$ cat config.mk
export PLATFORM = sky130hd
export DESIGN_NAME = seven_seg_scanner_flat
export DESIGN_NICKNAME = d
export VERILOG_FILES = /design/src/rtl/seven_seg_scanner_pkg.sv /design/src/rtl/seven_seg_scanner_if.sv /design/src/rtl/seven_seg_scanner_hex_to_cathode.sv /design/src/rtl/seven_seg_scanner.sv /design/src/flat_wrapper.sv
export SDC_FILE = /design/constraint.sdc
export NUM_CORES = 1
export LEC_CHECK = 0
export BUFFER_PORTS_ARGS = -buffer_cell sky130_fd_sc_hd__buf_4
export CORE_ASPECT_RATIO = 2
export CORE_UTILIZATION = 35
export CTS_BUF_LIST = sky130_fd_sc_hd__clkbuf_4 sky130_fd_sc_hd__clkbuf_8
export DETAILED_ROUTE_END_ITERATION = 8
export PLACE_DENSITY_LB_ADDON = 0.15
export SKIP_LAST_GASP = 1
export SYNTH_ARGS = -nofsm -noshare
export SYNTH_HDL_FRONTEND = slang
export SYNTH_SLANG_ARGS = --single-unit
$ cat constraint.sdc
create_clock -name clk -period 2.75 [get_ports clk]
set_input_delay 0.275 -clock clk [delete_from_list [all_inputs] [get_ports clk]]
set_output_delay 0.275 -clock clk [all_outputs]
set_load 0.05 [all_outputs]
$ cat src/rtl/seven_seg_scanner_pkg.sv
`default_nettype none
// ============================================================================
//  Module   : seg7_pkg
//  Purpose  : Shared constants and types for the seven-segment scanner.
//  Revision : 1.0 - initial release
// ============================================================================
package seg7_pkg;

   localparam int         NUM_DIGITS  = 4;
   localparam logic [3:0] ANODE_OFF   = 4'b1111;
   localparam logic [6:0] CATHODE_OFF = 7'b1111111;

   typedef logic [1:0] digit_idx_t;
   typedef logic [6:0] segs_t;

   // Active-low one-hot anode mask for the given digit.
   function automatic logic [3:0] anode_for(input digit_idx_t idx);
      return ~(4'b0001 << idx);
   endfunction

endpackage
`default_nettype wire

$ cat src/rtl/seven_seg_scanner_if.sv
`default_nettype none
// ============================================================================
//  Interface : seven_seg_scanner_if
//  Purpose   : Value/load inputs and display-pin outputs of the scanner.
//              master = scanner (producer of anode select), slave = consumer.
//  Revision  : 1.0 - initial release
// ============================================================================
interface seven_seg_scanner_if;
   import seg7_pkg::*;

   logic [15:0] value;
   logic        load;
   digit_idx_t  digit_sel;
   logic [3:0]  anode;
   segs_t       cathode;
   logic        frame_done;

   modport master (
      input  value,
      input  load,
      output digit_sel,
      output anode,
      output cathode,
      output frame_done
   );

   modport slave (
      output value,
      output load,
      input  digit_sel,
      input  anode,
      input  cathode,
      input  frame_done
   );

endinterface
`default_nettype wire

$ cat src/rtl/seven_seg_scanner_hex_to_cathode.sv
`default_nettype none
// ============================================================================
//  Module   : hex_to_cathode
//  Purpose  : Combinational hex nibble to active-low {g,f,e,d,c,b,a} decoder.
//  Revision : 1.0 - initial release
// ============================================================================
module hex_to_cathode
   import seg7_pkg::*;
(
   input  logic [3:0] nibble_i,
   output segs_t      segs_o
);

   // Full 0-F glyph set, lower-case b and d so they differ from 8 and 0.
   always_comb begin
      segs_o = CATHODE_OFF;
      case (nibble_i)
         4'h0: segs_o = 7'b1000000;
         4'h1: segs_o = 7'b1111001;
         4'h2: segs_o = 7'b0100100;
         4'h3: segs_o = 7'b0110000;
         4'h4: segs_o = 7'b0011001;
         4'h5: segs_o = 7'b0010010;
         4'h6: segs_o = 7'b0000010;
         4'h7: segs_o = 7'b1111000;
         4'h8: segs_o = 7'b0000000;
         4'h9: segs_o = 7'b0010000;
         4'hA: segs_o = 7'b0001000;
         4'hB: segs_o = 7'b0000011;
         4'hC: segs_o = 7'b1000110;
         4'hD: segs_o = 7'b0100001;
         4'hE: segs_o = 7'b0000110;
         4'hF: segs_o = 7'b0001110;
         default: segs_o = CATHODE_OFF;
      endcase
   end

endmodule
`default_nettype wire

$ cat src/rtl/seven_seg_scanner.sv
`default_nettype none
// ============================================================================
//  Module   : seven_seg_scanner
//  Purpose  : 4-digit time-multiplexed seven-segment driver with a
//             double-buffered 16-bit hex value. All outputs registered.
//  Options  : SCANNER_DEADTIME_EN - blank anodes/cathodes for the first
//             DEADTIME cycles of every digit slot.
//  Revision : 1.0 - initial release
// ============================================================================
module seven_seg_scanner
   import seg7_pkg::*;
#(
   parameter int REFRESH_DIV = 100000,
   parameter int DEADTIME    = 8
)
(
   input  logic                clk,
   input  logic                reset,
   seven_seg_scanner_if.master scan
);

   localparam int              PW         = (REFRESH_DIV > 2) ? $clog2(REFRESH_DIV) : 1;
   localparam logic [PW-1:0]   PRESC_LAST = PW'(REFRESH_DIV - 1);
   localparam logic [PW-1:0]   DEAD_LIMIT = PW'(DEADTIME);
`ifdef SCANNER_DEADTIME_EN
   localparam bit              DEAD_EN    = 1'b1;
`else
   localparam bit              DEAD_EN    = 1'b0;
`endif
   localparam digit_idx_t      LAST_DIGIT = digit_idx_t'(NUM_DIGITS - 1);

   logic [PW-1:0] presc_q, presc_d;
   digit_idx_t    digit_q, digit_d;
   logic [15:0]   shadow_q, shadow_d;
   logic [15:0]   active_q, active_d;
   logic [3:0]    anode_q;
   segs_t         cathode_q;
   logic          frame_done_q;

   logic          term_cnt;
   logic          wrap;
   logic          blank;
   logic [3:0]    sel_nibble;
   segs_t         dec_segs;

   // Next-state: prescaler, digit index and the shadow/active double buffer.
   // Outputs are decoded from next-state values so anode, cathode and
   // digit_sel all move on the same edge.
   always_comb begin
      term_cnt = (presc_q == PRESC_LAST);
      wrap     = term_cnt && (digit_q == LAST_DIGIT);
      presc_d  = term_cnt ? '0 : presc_q + 1'b1;
      digit_d  = term_cnt ? digit_idx_t'(digit_q + 1'b1) : digit_q;
      shadow_d = scan.load ? scan.value : shadow_q;
      // A load on the wrap edge reaches the display immediately via shadow_d.
      active_d = wrap ? shadow_d : active_q;
      blank    = DEAD_EN && (presc_d < DEAD_LIMIT);
      case (digit_d)
         2'd0:    sel_nibble = active_d[3:0];
         2'd1:    sel_nibble = active_d[7:4];
         2'd2:    sel_nibble = active_d[11:8];
         default: sel_nibble = active_d[15:12];
      endcase
   end

   hex_to_cathode u_dec (
      .nibble_i (sel_nibble),
      .segs_o   (dec_segs)
   );

   // State and registered display outputs.
   always_ff @(posedge clk or posedge reset) begin
      if (reset) begin
         presc_q      <= '0;
         digit_q      <= '0;
         shadow_q     <= '0;
         active_q     <= '0;
         anode_q      <= ANODE_OFF;
         cathode_q    <= CATHODE_OFF;
         frame_done_q <= 1'b0;
      end else begin
         presc_q      <= presc_d;
         digit_q      <= digit_d;
         shadow_q     <= shadow_d;
         active_q     <= active_d;
         anode_q      <= blank ? ANODE_OFF   : anode_for(digit_d);
         cathode_q    <= blank ? CATHODE_OFF : dec_segs;
         frame_done_q <= wrap;
      end
   end

   assign scan.digit_sel  = digit_q;
   assign scan.anode      = anode_q;
   assign scan.cathode    = cathode_q;
   assign scan.frame_done = frame_done_q;

endmodule
`default_nettype wire

$ cat src/flat_wrapper.sv
// flat-port wrapper written by rule: the top's interface ports become plain ports
module seven_seg_scanner_flat import seg7_pkg::*;
#(
   parameter int REFRESH_DIV = 100000,
   parameter int DEADTIME    = 8
)
  (clk, reset, scan_value, scan_load, scan_digit_sel, scan_anode, scan_cathode, scan_frame_done);
  seven_seg_scanner_if scan_i ();
  input  logic clk;
  input  logic reset;
  input wire logic [$bits(scan_i.value)-1:0] scan_value;
  input wire logic [$bits(scan_i.load)-1:0] scan_load;
  output wire logic [$bits(scan_i.digit_sel)-1:0] scan_digit_sel;
  output wire logic [$bits(scan_i.anode)-1:0] scan_anode;
  output wire logic [$bits(scan_i.cathode)-1:0] scan_cathode;
  output wire logic [$bits(scan_i.frame_done)-1:0] scan_frame_done;
  assign scan_i.value = scan_value;
  assign scan_i.load = scan_load;
  assign scan_digit_sel = scan_i.digit_sel;
  assign scan_anode = scan_i.anode;
  assign scan_cathode = scan_i.cathode;
  assign scan_frame_done = scan_i.frame_done;
  seven_seg_scanner #(.REFRESH_DIV(REFRESH_DIV), .DEADTIME(DEADTIME)) u_core (.clk(clk), .reset(reset), .scan(scan_i));
endmodule
Word level (Yosys, flattened, before mapping)
Memory sizes are Yosys's and may differ from the RTL's. A register that Yosys moved wholly into a read port is not among the register bits.
Cells that the tools add are included.
Cells by class
  add/subtract/negate cells: 2
  $mul: 0
  divide/modulo/power cells: 0
  order comparisons: 0
  eq/ne operators: 4
  shift-type cells: 1
  multiplexer cells: 5
  bitwise operators: 1
  reductions and logical operators: 2
Operator list (count)
  $mux W16: 2
  $add A17 B1 Y17 const B: 1
  $eq A17 B17 Y1 const B: 1
  $mux W17: 1
  $pmux W4 S3: 1
  $eq A2 B2 Y1 const B: 2
  $not A4 Y4: 1
  $shl A1 B2 Y4 const A: 1
  $add A2 B1 Y2 const B: 1
  $eq A2 B1 Y1 const B: 1
  $logic_not A2 Y1: 1
  $mux W2: 1
  $logic_and A1 B1 Y1: 1
Word-level totals
  bits in registers: 56
  latch bits: 0
  bits in writable memories: 0
  ROM bits: 112
  output and inout port bits: 14
  memories kept: 1
Memories
  (name not given): depth 16, width 7, rd ports 1, clocked after memory_dff 1, wr ports 0, line seven_seg_scanner_hex_to_cathode.sv:17  | case (nibble_i)

Depth between registers and ports, before layout
Gate-level depths: netlist of the first run.
  depth after elaboration: 4
  depth in mapped cells: 14
  mapped depth without buffers: 12

By module
From an unflattened synthesis of the first run, not the netlist that was laid out.
Unflattened totals
  cell total of the unflattened synthesis: 282
  area total of the unflattened synthesis: 3145.5 sq um
Modules (own cells, without submodules)
  seven_seg_scanner: times used 1, cells each 250, area each 2870.3 sq um, seq. area each 1590.3 sq um
  hex_to_cathode: times used 1, cells each 32, area each 275.3 sq um, seq. area each 0.0 sq um

Worst setup path before layout of the first run
OpenSTA, ideal clock, no wires.
  kind: register to register
  start: reg u_core.presc_q[0]
  end: reg u_core.cathode_q[0] (netlist: u_core.scan.cathode[0])
  library setup time: 0.072 ns
  arrival: 2.848 ns
  setup slack: -0.170 ns
  cell stages (with the launch flop): 13
  path buffers: 1
  clock period less this slack: 2.920 ns
  cells stage by stage: dfrtp_1 > ha_1 > and4_1 > buf_4 > nand4_2 > mux2i_2 > mux4_2 > inv_2 > ha_1 > nand2b_1 > o211ai_1 > o32ai_1 > o21ai_1
Between the ends
  cells in the longest elaborated chain, start to end: 4
RTL lines
  start: declaration: line seven_seg_scanner.sv:32  | logic [PW-1:0] presc_q, presc_d;
  start signal: assignment: line seven_seg_scanner.sv:82  | presc_q <= presc_d;
  $eq A17 B17 Y1 (*): line seven_seg_scanner.sv:50  | term_cnt = (presc_q == PRESC_LAST);
  $mux W2 / $logic_and A1 B1 Y1 (equally long branches): line seven_seg_scanner.sv:53, seven_seg_scanner.sv:51
  $eq A2 B2 Y1, or another cell as far along: line seven_seg_scanner.sv:58  | case (digit_d)
  $pmux W4 S3 (*): line seven_seg_scanner.sv:58
  end: declaration: line seven_seg_scanner.sv:37  | segs_t cathode_q;
Every way passes the cells marked *; elsewhere a longest branch is shown, timed or not.

Final worst setup path of the first run
  start: reg u_core.presc_q[6]
  end: reg u_core.cathode_q[0] (netlist: u_core.scan.cathode[0])
Between the ends
  cells in the longest elaborated chain, start to end: 4
RTL lines
  $eq A17 B17 Y1: line seven_seg_scanner.sv:50
  $logic_and A1 B1 Y1: line seven_seg_scanner.sv:51  | wrap = term_cnt && (digit_q == LAST_DIGIT);
  $mux W16: line seven_seg_scanner.sv:56  | active_d = wrap ? shadow_d : active_q;
  named net u_core.active_d[1]: line seven_seg_scanner.sv:35  | logic [15:0] active_q, active_d;
  $pmux W4 S3: line seven_seg_scanner.sv:58
The timed path passes the listed nets, and every way through them passes these cells.

==> impl_metrics.yaml, run 1 <==
logic_synthesis:
  muxShareOfSynthArea_pct: 20.7
  synth_ff_type: "dfrtp_1"
  yosys-top-cells-count: "52 x dfrtp_1, 17 x mux2_2, 15 x nor2_1"
  synth_area_in_xor_xnor_pct: 4.99
  post-synth-top-count-cell: "dfrtp_1"
  ys_top_cells_by_area: "dfrtp_1 41%, dfstp_2 9.1%, mux2_2 6.1%"
  dominant_combinational_cell_family_by_area_after_synthesis: "multiplexers"
  yosysTopAreaCellShare_pct: 41.2
  post_synthesis_compound_gate_area_fraction_pct: 4.47
  synthCells: 245
  synth_largest_area_cell: "dfrtp_1"
  yosys.area_share.simple_pct: 12.5
  avgSynthCellArea_um2: 12.9
  synth-seq-cells: 63
  synth.distinct_cells: 48
  synth_edf_count: 0
  synth_async_sr_flop_share_pct: 100
  total_number_of_yosys_warnings: 0
  syn-cell-area_um2: 3160
  syn_nets: 272
  synth_seq_area_share_pct: 50.3
  synth_fa_ha_area_share_pct: 3.17
final_layout:
  final_design_area_no_fill_um2: 4110
  finish.net_count: 342
  areaGrowthSynthToFinish_pct: 29.9
  instances_no_fill: 420
  diodes_inserted: 0
  layout-drive-gt1-share_pct: 46.6
  postLayoutCoreUtil_pct: 47.1
floorplanning:
  fp-row-count: 48
  floorplan.initialDensity_pct: 36.3
  die_height_um: 136
  floorplan.core_area_um2: 8710
  io_pins: 33
  die_width_um: 69.2
  die_area_um2: 9440
run:
  drv_cap: 0
placement:
  place.gp.congestion: 0.873
  detailedPlace.worstSlack_ns: -0.0514
  detailed_place_hpwl_mm: 5.03
  numPortBuffers: 32
  dpl_cell_area_um2: 3720
  dpl.cell_count: 398
worst_setup_path:
  worstSetupPathType: "reg2reg"
  critical_path.startpoint_type: "register"
  timing.critical_path.cells: "nor4b_4 > and4_4 > nand2_8 > mux2_2 > mux2_4 > mux2i_4 > ha_4 > nand2b_1 > o211ai_1 > o32ai_1 > o21ai_1"
  setup.worst_path.start: "u_core.presc_q[6]"
  endpoint_kind: "register"
  max_fanout_on_critical_path: 9
  slowest_stage: "dfrtp_1"
  critPathRequiredTime_ns: 3.03
  worst_path_largest_cell_delay_ns: 0.42
  worst-endpoint-arrival_ns: 2.98
  rr_startpoint: "u_core.presc_q[6]"
  crit_path_leading_delay_family: "multiplexers"
  critical_path_buf_inv_count: 0
sta:
  layout_setup_ws_ns: 0.0533
  rsz_0062_raised_after_global_routing: "yes"
  holdWs_ns: 0.0548
  final_period_minus_worst_setup_slack_ns: 2.70
  fin_tns_setup_ns: 0
  fin_worst_skew_ns: 0.00785
  final_max_slew_viol_count: 0
  timing_worst_slew_pin_value_ns: 0.742
  relSlewSlack_pct: 50.4
  setup_viol: 0
  hold_violations: 0
  maxClockFrequency_ghz: 0.371
  post-route-period-util_pct: 98.1
routing:
  drt-vias-per-instance: 4.98
  detail-route-antenna-nets: 0
  top_signal_layer_used: "met4"
  drc_errors: 0
  dr_wl_cell_um: 15.8
  first_pass_detailed_route_iteration_total: 4
  route.met2.wl_mm: 3.71
  route.met3.wl_um: 241
  wirelength_mm: 6.62
  dr.first_iter.drc_count: 54
  route.layer.met1.wl_mm: 2.42
  route.vias.total: 2090
grt:
  grt_antenna_before_repair: 0
  grt_pass1_vias: 2268
  grt_start_max_net_pins: 35
  grt_pass1_wl_mm: 11.4
  groute.usage.overall_pct: 15.8
  grt_remaining_overflow: 0
cts:
  clock_latency_ns: 0.35
  tritoncts: "done"
  clock_transition_at_path_regs_ns: 0.07
  ctsLongestPathBuffers: 2
  clk_root_buffer_cell: "clkbuf_8"
  clock-sinks: 63
  cts_max_level: 3
  number_of_buffers_created_by_cts: 9
  holdBufCountCts: 0
min_path:
  hold_path.class: "in2async"
power_and_ir_drop:
  power.density_nw_per_um2: 582
  irDropWorstVdd_mv: 0.509
  p_leak_nw: 1.94
  p_total_mw: 2.39
run_status:
  outcome: "completed"
==> power breakdown <==
group | leakage (nW) | internal, mW | total [mW] | switching (mW)
combinational | 1.03 | 0.102 | 0.223 | 0.122
clock | 0.144 | 0.790 | 1.18 | 0.388
sequential | 0.768 | 0.976 | 0.990 | 0.0132
==> sequential cells by signal, indices dropped and copies added, names as in the netlist <==
signal and count:
u_core.shadow_q 16, u_core.scan.digit_sel 2, u_core.active_q 16, u_core.presc_q 17, u_core.scan.anode 4, u_core.scan.frame_done 1
u_core.scan.cathode 7
==> what timing repair did <==
action,in CTS,in global routing
endpoints found under the setup margin,4,6
pin swaps,2,7
resized for setup,4,6
setup buffers,3,3
==> path summary, 6_finish.rpt <==
| path | cells past startpoint | end | slack, ns |
|---|---|---|---|
| worst max-delay path | 11 | u_core.scan.cathode[0] | 0.05 |
| worst min register to register | 2 | u_core.active_q[8] | 0.50 |
| worst max register to register | 11 | u_core.scan.cathode[0] | 0.05 |
| max in group asynchronous | 3 | u_core.scan.anode[2] | 2.01 |
| worst min-delay path | 2 | u_core.shadow_q[11] | 0.05 |
| min in group clk | 2 | u_core.shadow_q[5] | 0.17 |
==> per-layer routing <==
layer | vias to the layer above | GRT usage [%]
met5 | - | 0
met4 | 0 | 9.98
met3 | 22 | 4.67
met2 | 41 | 28.0
met1 | 1020 | 16.0
li1 | 1007 | -
==> area by class of cell <==
cell class | count | area (um^2)
sequential | 63 | 1590
multi-input combinational | 160 | 1520
clock inverter | 7 | 168
fill | 761 | 4600
clock buffer | 9 | 124
timing repair buffer | 68 | 527
inverter | 13 | 48.8
tap | 100 | 125
==> cells in the final DEF, fill, tap and decap left out, types with 4 or more instances in the layout <==
cell	synthesis	layout
buf_4	2	66
dfrtp_1	52	49
mux2_2	17	17
nor2_1	15	15
mux2i_1	12	12
nand2_1	11	11
dfstp_2	11	11
nand3_1	9	9
xor2_1	10	9
clkbuf_8	0	9
mux2_1	8	8
inv_1	9	8
xnor2_1	8	8
mux2_4	7	7
inv_2	4	5
mux4_2	5	5
a21oi_1	5	5
ha_1	8	5
bufinv_16	0	5
nand4_1	4	4
nand2b_1	4	4
==> kinds of logic after synthesis <==
kind of cell / after synthesis
muxes: 51
DFF: 63
buffers and inverters: 22
xor gates and xnor gates: 18
and+or+nand+nor: 64
AOI/OAI and AO/OA: 19
adders and majority gates: 8
(Power assumes the default switching activity.)
==> run 2, diff against run 1 <==
==> constraint.sdc (replaced) <==
create_clock -name clk -period 3.2 [get_ports clk]
set_input_delay 0.32 -clock clk [delete_from_list [all_inputs] [get_ports clk]]
set_output_delay 0.32 -clock clk [all_outputs]
set_load 0.05 [all_outputs]
==> run 2 against run 1 <==
Routed wire length down 0.91%. Cell area down 7.9%. Hold slack better by 0.17 ns. Maximum frequency down 8.3%. Die area unchanged. Sequential cell count unchanged. Via count down 3.8%. Clock power down 41%. Clock-buffer cell count up 3. First-iteration DRC count down 9.3%. Critical endpoint unchanged. Highest routed layer unchanged.
==> impl_metrics.yaml, run 2 (same netlist as run 1, synthesis figures left out) <==
final_layout:
  mostFrequentLayoutCells: "52 x dfrtp_1, 42 x buf_4, 17 x mux2_2, 15 x nor2_1, 12 x mux2i_1"
  area.sequential_um2: 1590
  instances_no_fill: 395
  area_of_combinational_cells_with_multiple_inputs_um2: 1490
  diodes_inserted: 0
  register_ranked_first_by_flip_flop_count: "u_core.presc_q"
  fillerInstances: 819
  reg_top3: "u_core.presc_q (17), u_core.active_q (16), u_core.shadow_q (16)"
  areaGrowthSynthToFinish_pct: 19.6
  largest_register_ffs: 17
  finish.net_count: 317
  layout.cells.most_common: "dfrtp_1"
  postLayoutCoreUtil_pct: 43.4
  layout-drive-gt1-share_pct: 39.7
routing:
  drc_errors: 0
  route.vias.total: 2010
  detail-route-antenna-nets: 0
  dr.first_iter.drc_count: 49
  first_pass_detailed_route_iteration_total: 4
  drt-vias-per-instance: 5.09
  dr_wl_cell_um: 16.6
  wirelength_mm: 6.56
placement:
  detailed_place_hpwl_mm: 4.80
  detailedPlace.worstSlack_ns: -0.0165
  place.gp.congestion: 0.826
  numPortBuffers: 32
  dpl.cell_count: 378
cts:
  clk_root_buffer_cell: "clkbuf_8"
  ctsLongestPathBuffers: 2
  clock-sinks: 63
  clock_latency_ns: 0.34
  tritoncts: "done"
  number_of_buffers_created_by_cts: 9
  cts_max_level: 3
  post-cts-setup-buffers: 0
  clock_transition_at_path_regs_ns: 0.07
min_path:
  holdPathEnd: "u_core.shadow_q[13]"
  hold_path.class: "in2reg"
  worstHoldPathCells: 2
  hold_path_startpoint: "scan_value[13]"
floorplanning:
  die_width_um: 69.2
  die_height_um: 136
  floorplan.core_area_um2: 8710
  io_pins: 33
  fp-row-count: 48
  floorplan.initialDensity_pct: 36.3
  die_area_um2: 9440
grt:
  groute.usage.overall_pct: 15.5
  grt_pass1_vias: 2217
  grt_antenna_before_repair: 0
  grt_pass1_wl_mm: 11.1
  grt_remaining_overflow: 0
  grt_start_max_net_pins: 35
sta:
  timing_worst_slew_pin_value_ns: 0.444
  maxClockFrequency_ghz: 0.340
  layout_setup_ws_ns: 0.260
  final_max_slew_viol_count: 0
  hold_violations: 0
  setup_viol: 0
  final_period_minus_worst_setup_slack_ns: 2.94
  holdWs_ns: 0.223
  rsz_0062_raised_after_global_routing: "no"
  relSlewSlack_pct: 70.3
  post-route-period-util_pct: 91.9
  fin_worst_skew_ns: 0.00942
worst_setup_path:
  max_fanout_on_critical_path: 16
  endpoint_kind: "register"
  rr_startpoint: "u_core.presc_q[0]"
  setup.worst_path.start: "u_core.presc_q[0]"
  critical_path.reg2reg.endpoint: "u_core.scan.cathode[0]"
  regToRegSetupSlack_ns: 0.26
  worst-endpoint-arrival_ns: 3.21
  critPathRequiredTime_ns: 3.47
  critical_path.startpoint_type: "register"
  reg2regPathDepth: 12
  worstSetupPathType: "reg2reg"
power_and_ir_drop:
  irDropWorstVdd_mv: 0.228
  power_frac_comb_pct: 10.7
  netSwitchingPower_mw: 0.417
  sequentialPowerShare_pct: 49.1
  p_leak_nw: 1.78
  internal_power_mw: 1.32
  p_total_mw: 1.73
  power.density_nw_per_um2: 459
  power_switching_share_pct: 24.0
  clock_power_share_pct: 40.2
run_status:
  outcome: "completed"
run:
  drv_cap: 0
## run 2: cell types whose count changed in the layout (fill, tap and decap cells not counted), sizes merged
cell / change
clkbuf: +3
inv: -1
buf: -26
clkinv: +2
bufinv: -4
dlygate4sd3: +1
## run 2: power by group through the flow
stage               Combinational (mW)  Sequential, mW  Clock (mW)
finish                           0.186           0.851       0.697
global route                     0.203           0.855       0.758
CTS                              0.191           0.852       0.725
detailed placement               0.188           0.866           0
global placement                 0.188           0.865           0
floorplan                        0.105           0.891           0
## run 2: worst max path at each step
stage,to,slack (ns),cells after the start
6_report,u_core.scan.cathode[0],0.26,12
3_3_place_gp,u_core.scan.cathode[0],-0.02,10
2_1_floorplan,u_core.scan.cathode[0],0.28,12
4_1_cts,u_core.scan.cathode[0],0.05,11
3_5_place_dp,u_core.scan.cathode[0],-0.02,11
5_1_grt,u_core.scan.cathode[0],0.01,10
## run 2: metal layers
metal  global-route usage [%]  part of all wire (%)  vias to the layer above
met5                        0                     0                        -
met4                     9.30                   3.0                        0
met3                     3.56                   2.8                       12
met2                     28.6                    57                       39
met1                     15.4                    38                     1001
li1                         -                     -                      958
## run 2: area by class of cell
type	count	area share (%)
clock buffer	12	4.04
clock inverter	4	1.19
inverter	13	1.29
multi-input combinational	160	39.5
sequential	63	42.1
tap	100	3.31
timing repair buffer	43	8.61
## run 2: critical path, stage by stage (launching register included)
cell      delay [ns]
dfrtp_1         0.39
ha_1            0.22
and4_4          0.30
and4_4          0.26
nand2_8         0.12
mux2i_1         0.17
mux4_2          0.52
inv_2           0.10
ha_1            0.22
nand2b_1        0.09
o211ai_1        0.21
o32ai_1         0.10
o21ai_1         0.15
## run 2: timing repair
item,CTS,global route
hold buffers,1,0
resized for setup,2,5
hold endpoints to repair,4,0
endpoints found under the setup margin,1,1
pin swaps,0,1
## run 2: metrics by stage
stage	TNS [ns]	cell area [um^2]
2_1_floorplan	0	3160
3_3_place_gp	-0.0231	3530
3_5_place_dp	-0.0165	3530
4_1_cts	0	3750
5_1_grt	0	3780
6_report	0	3780
==> run 3, diff against run 2 <==
--- a/config.mk
+++ b/config.mk
@@ -10,6 +10,7 @@
 export CORE_UTILIZATION = 35
 export CTS_BUF_LIST = sky130_fd_sc_hd__clkbuf_4 sky130_fd_sc_hd__clkbuf_8
 export DETAILED_ROUTE_END_ITERATION = 8
+export GPL_TIMING_DRIVEN = 0
 export PLACE_DENSITY_LB_ADDON = 0.15
 export SKIP_LAST_GASP = 1
 export SYNTH_ARGS = -nofsm -noshare
==> run 3 against run 2 <==
Global-route usage increased by 0.26 points. Hold slack worse by 0.21 ns. Largest cell class unchanged. Register-to-register slack got worse by 0.14 ns. Final cell count grew 2.3%.
==> impl_metrics.yaml, run 3 (same netlist as run 1, synthesis figures left out) <==
sta:
  timing_worst_slew_pin_value_ns: 0.536
  holdWs_ns: 0.0122
  setup_viol: 0
  maxClockFrequency_ghz: 0.324
  fin_tns_setup_ns: 0
  relSlewSlack_pct: 64.2
  fin_worst_skew_ns: 0.0131
  final_max_slew_viol_count: 0
  hold_violations: 0
  final_period_minus_worst_setup_slack_ns: 3.08
  post-route-period-util_pct: 96.4
cts:
  clock-sinks: 63
  tritoncts: "done"
  clock_transition_at_path_regs_ns: 0.07
  ctsLongestPathBuffers: 2
  number_of_buffers_created_by_cts: 9
  cts_max_level: 3
  clock_latency_ns: 0.35
  clk_root_buffer_cell: "clkbuf_8"
final_layout:
  mostFrequentLayoutCells: "52 x dfrtp_1, 43 x buf_4, 17 x mux2_2, 15 x nor2_1"
  postLayoutCoreUtil_pct: 45.3
  register_ranked_first_by_flip_flop_count: "u_core.presc_q"
  areaGrowthSynthToFinish_pct: 24.7
  largest_register_ffs: 17
  final_design_area_no_fill_um2: 3940
  finish.net_count: 326
  fillerInstances: 815
  layout.cells.most_common: "dfrtp_1"
  diodes_inserted: 0
  layout-drive-gt1-share_pct: 42.4
  reg_top3: "u_core.presc_q (17), u_core.active_q (16), u_core.shadow_q (16)"
routing:
  drt-vias-per-instance: 5.05
  route.met3.wl_um: 164
  detail-route-antenna-nets: 0
  route.layer.met1.wl_mm: 2.34
  route.met2.wl_mm: 3.99
  dr_wl_cell_um: 16.5
  first_pass_detailed_route_iteration_total: 4
  dr.first_iter.drc_count: 83
  drc_errors: 0
  top_signal_layer_used: "met4"
  route.vias.total: 2039
  wirelength_mm: 6.68
floorplanning:
  die_width_um: 69.2
  floorplan.initialDensity_pct: 36.3
  die_height_um: 136
  fp-row-count: 48
  io_pins: 33
  floorplan.core_area_um2: 8710
  die_area_um2: 9440
worst_setup_path:
  critical_path.startpoint_type: "register"
  max_fanout_on_critical_path: 7
  worst-endpoint-arrival_ns: 3.35
  critPathRequiredTime_ns: 3.46
  worstSetupPathType: "reg2reg"
  endpoint_kind: "register"
min_path:
  hold_path.class: "in2async"
placement:
  place.gp.congestion: 0.737
  numPortBuffers: 31
  dpl_cell_area_um2: 3540
  detailed_place_hpwl_mm: 4.81
grt:
  grt_pass1_wl_mm: 11.2
  grt_start_max_net_pins: 40
  grt_pass1_vias: 2243
  grt_remaining_overflow: 0
  groute.usage.overall_pct: 15.7
  grt_antenna_before_repair: 0
power_and_ir_drop:
  p_leak_nw: 1.85
  irDropWorstVdd_mv: 0.324
  p_total_mw: 1.86
  power.density_nw_per_um2: 471
run_status:
  outcome: "completed"
run:
  drv_cap: 0
run 3: cell types whose count changed in the layout (fill, tap and decap cells not counted), sizes merged:
cell         delta
buf             +9
clkbuf          +2
clkinv          -2
bufinv          +1
dlygate4sd3     -1
run 3: worst max-delay path: stages (launching register included):
cell	delay, ns
dfrtp_1	0.41
ha_4	0.16
and4_4	0.22
buf_6	0.11
and4_4	0.25
nand2_8	0.09
buf_12	0.14
mux2i_1	0.12
mux4_2	0.54
inv_2	0.11
ha_4	0.16
nand2b_1	0.08
o211ai_1	0.25
o32ai_2	0.13
o21ai_1	0.22
run 3: through the flow:
stage	setup slack, ns	instances
2_1_floorplan	0.280	245
3_3_place_gp	-0.224	376
3_5_place_dp	-0.248	377
4_1_cts	0.000163	395
5_1_grt	-0.0165	404
6_report	0.116	404
run 3: layout make-up:
| class | instances | area (um^2) | area share, % |
|---|---|---|---|
| plain buffers | 9 | 80.1 | 2.03 |
| clock buffers | 13 | 173 | 4.38 |
| clock inverters | 3 | 65.1 | 1.65 |
| inverters | 13 | 48.8 | 1.24 |
| multi-input cells | 160 | 1530 | 38.7 |
| flip-flops and latches | 63 | 1590 | 40.3 |
| well taps | 100 | 125 | 3.17 |
| repair buffers | 43 | 335 | 8.51 |
run 3: power breakdown:
group          internal, mW  switching [mW]  leakage [nW]
Sequential            0.840          0.0114         0.773
Clock                 0.510           0.305         0.123
Combinational        0.0870           0.105         0.951
Total                  1.44           0.421          1.85
run 3: repair_timing:
item                       4_1_cts  5_1_grt
resized for setup                5        8
setup endpoints to repair        1        3
buffers inserted                 2        9
pin swaps                        1        5
hold buffers                     0        0
run 3: final timing paths:
kind | startpoint | endpoint | slack [ns] | cells past startpoint
min in group clk | scan_value[9] | u_core.shadow_q[9] | 0.22 | 2
max in group asynchronous | reset | u_core.shadow_q[9] | 2.59 | 3
worst max-delay path | u_core.presc_q[0] | u_core.scan.cathode[0] | 0.12 | 14
worst min register to register | u_core.active_q[12] | u_core.active_q[12] | 0.48 | 2
worst min-delay path | reset | u_core.shadow_q[15] | 0.01 | 2
worst max register to register | u_core.presc_q[0] | u_core.scan.cathode[0] | 0.12 | 14
run 3: layer usage:
metal	vias up	track usage, %
li1	973	-
met1	1018	15.4
met2	31	30.2
met3	17	3.78
met4	0	7.48
met5	-	0
